File: src/rtl/stat_graph_render_pkg.sv
// Shared constants and types for the stat_graph_render history-graph overlay.
// Geometry defaults live here so the top and its users agree on them.
package stat_graph_render_pkg;

   localparam int DEF_TALLY_W = 16;
   localparam int DEF_GRAPH_X = 660;
   localparam int DEF_GRAPH_Y = 40;
   localparam int DEF_GRAPH_H = 192;

   localparam logic [11:0] AXIS_COLOR = 12'hFFF;
   localparam logic [11:0] GRID_COLOR = 12'h333;

   typedef logic [DEF_TALLY_W-1:0] tally_t;

   typedef enum logic [1:0] {
      ST_ACCUM,
      ST_COMMIT,
      ST_SCAN,
      ST_SCALE
   } state_t;

endpackage

File: src/rtl/stat_history.sv
// Circular per-channel sample history with valid bits, a combinational read
// port for the display, and a serial max-reduction used to pick the scale.
module stat_history
   import stat_graph_render_pkg::*;
#(
   parameter int NUM_CH      = 2,
   parameter int HISTORY_LEN = 32,
   parameter int TALLY_W     = DEF_TALLY_W,
   localparam int AW         = $clog2(HISTORY_LEN)
) (
   input  logic                           clk,
   input  logic                           rst_n,
   input  logic                           wr_en,
   input  logic [NUM_CH-1:0][TALLY_W-1:0] wr_data,
   output logic [AW-1:0]                  wr_ptr,
   input  logic [AW-1:0]                  rd_addr,
   output logic [NUM_CH-1:0][TALLY_W-1:0] rd_data,
   output logic                           rd_valid,
   input  logic                           scan_start,
   output logic                           scan_last,
   output logic [TALLY_W-1:0]             max_val
);

   localparam int TOTAL = NUM_CH * HISTORY_LEN;
   localparam int CW    = $clog2(TOTAL + 1);

   logic [HISTORY_LEN-1:0][NUM_CH-1:0][TALLY_W-1:0] hist;
   logic [HISTORY_LEN-1:0]                          valid;
   logic [CW-1:0]                                   scan_cnt;
   logic                                            scan_act;
   logic [AW-1:0]                                   scan_ent;
   logic [TALLY_W-1:0]                              scan_val;

   assign rd_data   = hist[rd_addr];
   assign rd_valid  = valid[rd_addr];
   assign scan_ent  = scan_cnt[AW-1:0];
   assign scan_last = scan_act && (scan_cnt == CW'(TOTAL - 1));

   // Scan order: all entries of channel 0, then channel 1, ...
   always_comb begin
      scan_val = '0;
      for (int c = 0; c < NUM_CH; c++)
         if (int'(scan_cnt >> AW) == c) scan_val = hist[scan_ent][c];
   end

   always_ff @(posedge clk) begin
      if (!rst_n) begin
         hist     <= '0;
         valid    <= '0;
         wr_ptr   <= '0;
         scan_cnt <= '0;
         scan_act <= 1'b0;
         max_val  <= '0;
      end else begin
         if (wr_en) begin
            hist[wr_ptr]  <= wr_data;
            valid[wr_ptr] <= 1'b1;
            wr_ptr        <= wr_ptr + 1'b1;
         end
         if (scan_start) begin
            scan_act <= 1'b1;
            scan_cnt <= '0;
            max_val  <= '0;
         end else if (scan_act) begin
            if (valid[scan_ent] && scan_val > max_val) max_val <= scan_val;
            scan_cnt <= scan_cnt + 1'b1;
            if (scan_last) scan_act <= 1'b0;
         end
      end
   end

endmodule

File: src/rtl/stat_graph_render.sv
// Auto-scaling multi-channel event history graph overlay (stage 2 renderer).
// Define STAT_GRAPH_GRID_EN to add four horizontal gridlines in the plot area.
module stat_graph_render
   import stat_graph_render_pkg::*;
#(
   parameter int NUM_CH         = 2,
   parameter int HISTORY_LEN    = 32,
   parameter int TALLY_W        = DEF_TALLY_W,
   parameter int SAMPLE_FRAMES  = 32,
   parameter int LOG_SAMPLE_PIX = 3,
   parameter int GRAPH_X        = DEF_GRAPH_X,
   parameter int GRAPH_Y        = DEF_GRAPH_Y,
   parameter int GRAPH_H        = DEF_GRAPH_H,
   parameter int SCREEN_W       = 1024,
   parameter int SCREEN_H       = 768,
   parameter logic [NUM_CH*12-1:0] CH_COLORS = {12'h0F0, 12'hF00}
) (
   input  logic              clk_in,
   input  logic              rst_n_in,
   input  logic [10:0]       hcount_in,
   input  logic [9:0]        vcount_in,
   input  logic [NUM_CH-1:0] event_in,
   output logic [11:0]       pix_out,
   output logic [4:0]        scale_out,
   output logic              busy_out
);

   localparam int AW       = $clog2(HISTORY_LEN);
   localparam int FW       = (SAMPLE_FRAMES > 1) ? $clog2(SAMPLE_FRAMES) : 1;
   localparam int GRAPH_W  = HISTORY_LEN << LOG_SAMPLE_PIX;
   localparam int BASE_ROW = GRAPH_Y + GRAPH_H - 1;
   localparam logic [TALLY_W-1:0] SAT = '1;

   state_t                         state, state_nxt;
   logic [NUM_CH-1:0][TALLY_W-1:0] acc, rd_data;
   logic [FW-1:0]                  frame_cnt;
   logic [AW-1:0]                  wr_ptr, rd_addr;
   logic                           rd_valid, scan_last;
   logic [TALLY_W-1:0]             max_val;
   logic [4:0]                     scale_try;
   logic                           visible, frame_end, fit;
   logic                           in_px, in_py, on_yaxis, on_xaxis;
   logic [11:0]                    pix_nxt;
   int                             hc, vc;

   assign hc        = int'(hcount_in);
   assign vc        = int'(vcount_in);
   assign visible   = (hc < SCREEN_W) && (vc < SCREEN_H);
   assign frame_end = (hc == SCREEN_W - 1) && (vc == SCREEN_H - 1);
   assign fit       = ((32'(max_val) >> scale_try) < 32'(GRAPH_H));
   assign busy_out  = (state != ST_ACCUM);

   stat_history #(
      .NUM_CH      (NUM_CH),
      .HISTORY_LEN (HISTORY_LEN),
      .TALLY_W     (TALLY_W)
   ) u_hist (
      .clk        (clk_in),
      .rst_n      (rst_n_in),
      .wr_en      (state == ST_COMMIT),
      .wr_data    (acc),
      .wr_ptr     (wr_ptr),
      .rd_addr    (rd_addr),
      .rd_data    (rd_data),
      .rd_valid   (rd_valid),
      .scan_start (state == ST_COMMIT),
      .scan_last  (scan_last),
      .max_val    (max_val)
   );

   always_ff @(posedge clk_in) begin
      if (!rst_n_in) state <= ST_ACCUM;
      else           state <= state_nxt;
   end

   always_comb begin
      state_nxt = state;
      case (state)
         ST_ACCUM:  if (frame_end && frame_cnt == '0) state_nxt = ST_COMMIT;
         ST_COMMIT: state_nxt = ST_SCAN;
         ST_SCAN:   if (scan_last) state_nxt = ST_SCALE;
         ST_SCALE:  if (fit) state_nxt = ST_ACCUM;
         default:   state_nxt = ST_ACCUM;
      endcase
   end

   always_ff @(posedge clk_in) begin
      if (!rst_n_in) begin
         acc       <= '0;
         frame_cnt <= '0;
         scale_try <= '0;
         scale_out <= '0;
      end else begin
         case (state)
            ST_ACCUM: begin
               if (visible && frame_cnt == '0)
                  for (int c = 0; c < NUM_CH; c++)
                     if (event_in[c] && acc[c] != SAT) acc[c] <= acc[c] + 1'b1;
               if (frame_end)
                  frame_cnt <= (frame_cnt == FW'(SAMPLE_FRAMES - 1)) ? '0 : frame_cnt + 1'b1;
            end
            ST_COMMIT: begin
               acc       <= '0;
               scale_try <= '0;
            end
            // Linear search; scale_out only moves once the new value is known.
            ST_SCALE: begin
               if (fit) scale_out <= scale_try;
               else     scale_try <= scale_try + 1'b1;
            end
            default: ;
         endcase
      end
   end

   assign in_px    = (hc > GRAPH_X) && (hc < GRAPH_X + GRAPH_W);
   assign in_py    = (vc >= GRAPH_Y) && (vc < GRAPH_Y + GRAPH_H);
   assign on_yaxis = (hc == GRAPH_X) && (vc >= GRAPH_Y) && (vc <= GRAPH_Y + GRAPH_H);
   assign on_xaxis = (vc == GRAPH_Y + GRAPH_H) && (hc >= GRAPH_X) && (hc < GRAPH_X + GRAPH_W);
   // Offsetting by wr_ptr puts the oldest sample in the leftmost column.
   assign rd_addr  = wr_ptr + AW'((hc - GRAPH_X) >>> LOG_SAMPLE_PIX);

   always_comb begin
      pix_nxt = '0;
`ifdef STAT_GRAPH_GRID_EN
      if (in_px && in_py && ((vc - GRAPH_Y) % (GRAPH_H / 4)) == 0 &&
          ((vc - GRAPH_Y) / (GRAPH_H / 4)) < 4)
         pix_nxt = GRID_COLOR;
`endif
      for (int c = NUM_CH - 1; c >= 0; c--)
         if (in_px && in_py && rd_valid && vc == BASE_ROW - int'(rd_data[c] >> scale_out))
            pix_nxt = CH_COLORS[c*12 +: 12];
      if (on_yaxis || on_xaxis) pix_nxt = AXIS_COLOR;
   end

   always_ff @(posedge clk_in) begin
      if (!rst_n_in) pix_out <= '0;
      else           pix_out <= pix_nxt;
   end

endmodule

File: config.mk
export PLATFORM = sky130hd
export DESIGN_NAME = stat_graph_render
export DESIGN_NICKNAME = d
export VERILOG_FILES = /design/src/rtl/stat_graph_render_pkg.sv /design/src/rtl/stat_history.sv /design/src/rtl/stat_graph_render.sv
export SDC_FILE = /design/constraint.sdc
export NUM_CORES = 2
export LEC_CHECK = 0
export ABC_AREA = 1
export ABC_CLOCK_PERIOD_IN_PS = 6300
export CORE_MARGIN = 8
export CORE_UTILIZATION = 25
export CTS_CLUSTER_DIAMETER = 40
export DETAILED_ROUTE_END_ITERATION = 10
export PLACE_DENSITY = 0.5
export REMOVE_ABC_BUFFERS = 1
export SETUP_SLACK_MARGIN = 0.4
export SYNTH_ARGS = -nofsm -noshare
export SYNTH_HDL_FRONTEND = slang
export SYNTH_HIERARCHICAL = 1
export SYNTH_SLANG_ARGS = --single-unit
File: constraint.sdc
create_clock -name clk_in -period 6.3 [get_ports clk_in]
set_input_delay 0.945 -clock clk_in [delete_from_list [all_inputs] [get_ports clk_in]]
set_output_delay 0.945 -clock clk_in [all_outputs]
set_load 0.005 [all_outputs]
==> results.md <==
* DRT Wirelength at 314 mm
* Die height at 519 um
* Cell Area, Synth at 63200 um2
* GRT Util Overall at 0.220
* Critical path arrival at 6.48 ns
* Cell taking the most area after synthesis: dfxtp_1
* Clock sinks at 1137
* CTS Buf Count at 206
* Dpl hpwl at 188 mm
* Minimum clock period at 5.75 ns
* CTS clk-pin slew, worst paths at 0.05 ns
* Syn. warnings at 6
* Seq/Total Area, Yosys at 0.360
* M1 WL at 125 mm
* Seq cells post-synth at 1137
* Status: completed
* Router iterations before antenna repair at 9
* Multi-input gate area at 34900 um2
* Syn_area_per_cell at 6.34 um2
* Met2 routed WL at 139 mm
* Top Layer Used: met5
* Synth top area cells: dfxtp_1 (36%), o21ai_0 (13%), nor2_1 (11%)
* CP most frequent cell: buf_4
* Nets at 9972
* First-pass GRT wire length at 454 mm
* Startpoint types: input pin
* CTS max path bufs at 3
* Root buf cell: clkbuf_16
* CTS tree: built
* DRC at 0
* Post-synth EDFFs at 0
* P_leak at 31.1 nW
* Setup CP Type: in2reg
* I/O pins at 43
* Largest stage delay, worst path at 0.80 ns
* Core area at 251000 um2
* Period utilisation layout at 0.913
* Hold Vio Cnt, Final at 0
* Final Max Slew Viols at 0
* Most common cell in the netlist: nor2_1
* Final core utilization at 0.308
* Post-Syn Instances at 9966
* Top cells by count, synth: nor2_1 (1788), o21ai_0 (1640), nand2_1 (1479)
* Largest net degree at the start of global routing at 206
* Die ar. at 269000 um2
* Clock latency on the worst-skew pair at 0.87 ns
* Slowest cell on crit path: fa_4
* Vias at 72400
* Register Area at 22800 um2
* Final setup viols at 0
* Vias in the first global route at 67600
* Routed wire length per instance at 23.4 um
* Worst slew pin tran at 1.28 ns
* Cell area power density at 368 nW/um2
* DIE WIDTH at 519 um
* Library cells used by synthesis at 51
* Buffers on Ports at 42
* Top cell type's share of synthesized area at 0.360
* Initial Util at 0.251
* Worst VDD drop at 325 uV
* HP Class: reg2reg
* Relative slew slack at 0.145
* Drt first-iter violations at 9024
* GPL Wtd Cong at 0.924
* Cell Rows at 184
* Filler Cells Inserted at 27100
* Post-route cell area at 77500 um2
* Upper clock frequency limit at 174 MHz
* Async SR Flop Fraction at 0
* Met3 Routed Length at 28.9 mm
* Worst Setup End Kind: flop
* Area after DPL at 68500 um2
* Required time of the critical path at 7.03 ns
* Initial antenna violation count at 8
* Avg Vias per Cell at 5.39
* # H-tree levels at 4
* RSZ-0062 raised after global routing: false
* Main synth FF type: dfxtp_1
* Worst Clk Skew at 0.0406 ns
* Max_cap viols at 0
* Worst-path maximum fanout at 8
* Share of cells above drive strength 1 at 0.121
* Final ANT Viol Nets at 0
* Remaining global-route overflow at 0
* Area grow syn2layout at 22.6%
[registers in the layout (all words and copies together), names as in the netlist]
signal           flops
u_hist/hist       1024
u_hist/valid        32
frame_cnt            5
acc                 32
pix_out              3
u_hist/scan_cnt      7
scale_try            5
state                2
scale_out            5
u_hist/max_val      16
u_hist/wr_ptr        5
u_hist/scan_act      1
[through the flow]
stage | power [mW] | setup TNS [ns] | instances | hold slack (ns) | setup WS (ns)
2_1_floorplan | 12.3 | -305.49 | 9048 | 0.435 | -14.57
3_3_place_gp | 15.7 | -2.77 | 12900 | 0.450 | -1.44
3_5_place_dp | 15.7 | -2.52 | 12900 | 0.456 | -1.30
4_1_cts | 28.0 | 0 | 13400 | 0.464 | 0.418
5_1_grt | 29.6 | 0 | 13400 | 0.481 | 0.352
6_report | 28.5 | 0 | 13400 | 0.465 | 0.547
[final timing paths]
kind                    startpoint               to  slack (ns)  cells after the start
setup / recovery      hcount_in[2]       pix_out[7]        0.55                     45
hold / removal     u_hist/valid[3]  u_hist/valid[3]        0.46                      2
setup reg to reg  u_hist/wr_ptr[0]       pix_out[7]        0.62                     40
hold reg to reg    u_hist/valid[3]  u_hist/valid[3]        0.46                      2
[cell type report]
class	count	area share
repair buffers	646	0.0796
flip-flops and latches	1137	0.294
clock inverters	126	0.0198
multi-input cells	7355	0.450
clock buffers	255	0.0736
repair inverters	2	0.000468
well taps	3348	0.0541
inverters	556	0.0280
diodes	6	0.000194
[critical path: cells and delay by family]
family / cells / cell delay [ns]
AND/OR/NAND/NOR: 15 / 1.15
adder cells (fa/ha/maj): 3 / 1.20
AO/OA/AOI/OAI: 3 / 0.25
buffers and inverters: 24 / 2.85
[logic make-up (layout without fill, tap and decap cells)]
kind of cell,Yosys count,in the layout,share of synthesized area
buf+inv,1474,1585,0.101
flops,1137,1137,0.360
fa+ha+maj,43,43,0.00863
simple gates,4267,4267,0.274
xor+xnor,26,26,0.00360
other cells,0,6,0
compound gates,3019,3019,0.252
[layout by cell type, fill, tap and decap left out, drive strengths merged, types with 4 or more instances in the layout]
| cell type | instances |
|---|---|
| nor2 | 1797 |
| o21ai | 1729 |
| inv | 571 |
| nand3 | 926 |
| xor2 | 21 |
| o221ai | 90 |
| o211ai | 107 |
| dfxtp | 1137 |
| nor4 | 7 |
| ha | 42 |
| clkinvlp | 24 |
| nand2 | 1484 |
| a211oi | 4 |
| and2 | 7 |
| o22ai | 51 |
| nand4 | 17 |
| clkinv | 64 |
| buf | 602 |
| a31oi | 32 |
| xnor2 | 5 |
| diode | 6 |
| a21oi | 997 |
| bufinv | 25 |
| clkbuf | 259 |
| nor3 | 22 |
| clkdlybuf4s50 | 38 |
[report_power, final]
part | internal (mW) | switching, mW
registers | 7.26 | 0.0815
clock network | 7.47 | 4.23
logic | 3.40 | 6.09
[per-layer routing]
metal / GRT usage / vias up
met3: 0.0407 / 1008
met1: 0.275 / 34000
met4: 0.135 / 2
li1: - / 33100
met2: 0.351 / 4171
met5: 0 / -
[repair_timing]
action / 4_1_cts / 5_1_grt
gates resized for setup: 104 / 165
buffers inserted: 61 / 26
gates cloned: 7 / 3
pin swaps: 50 / 115
setup endpoints to repair: 2 / 2
hold buffers: 0 / 0
(Power assumes the default switching activity.)
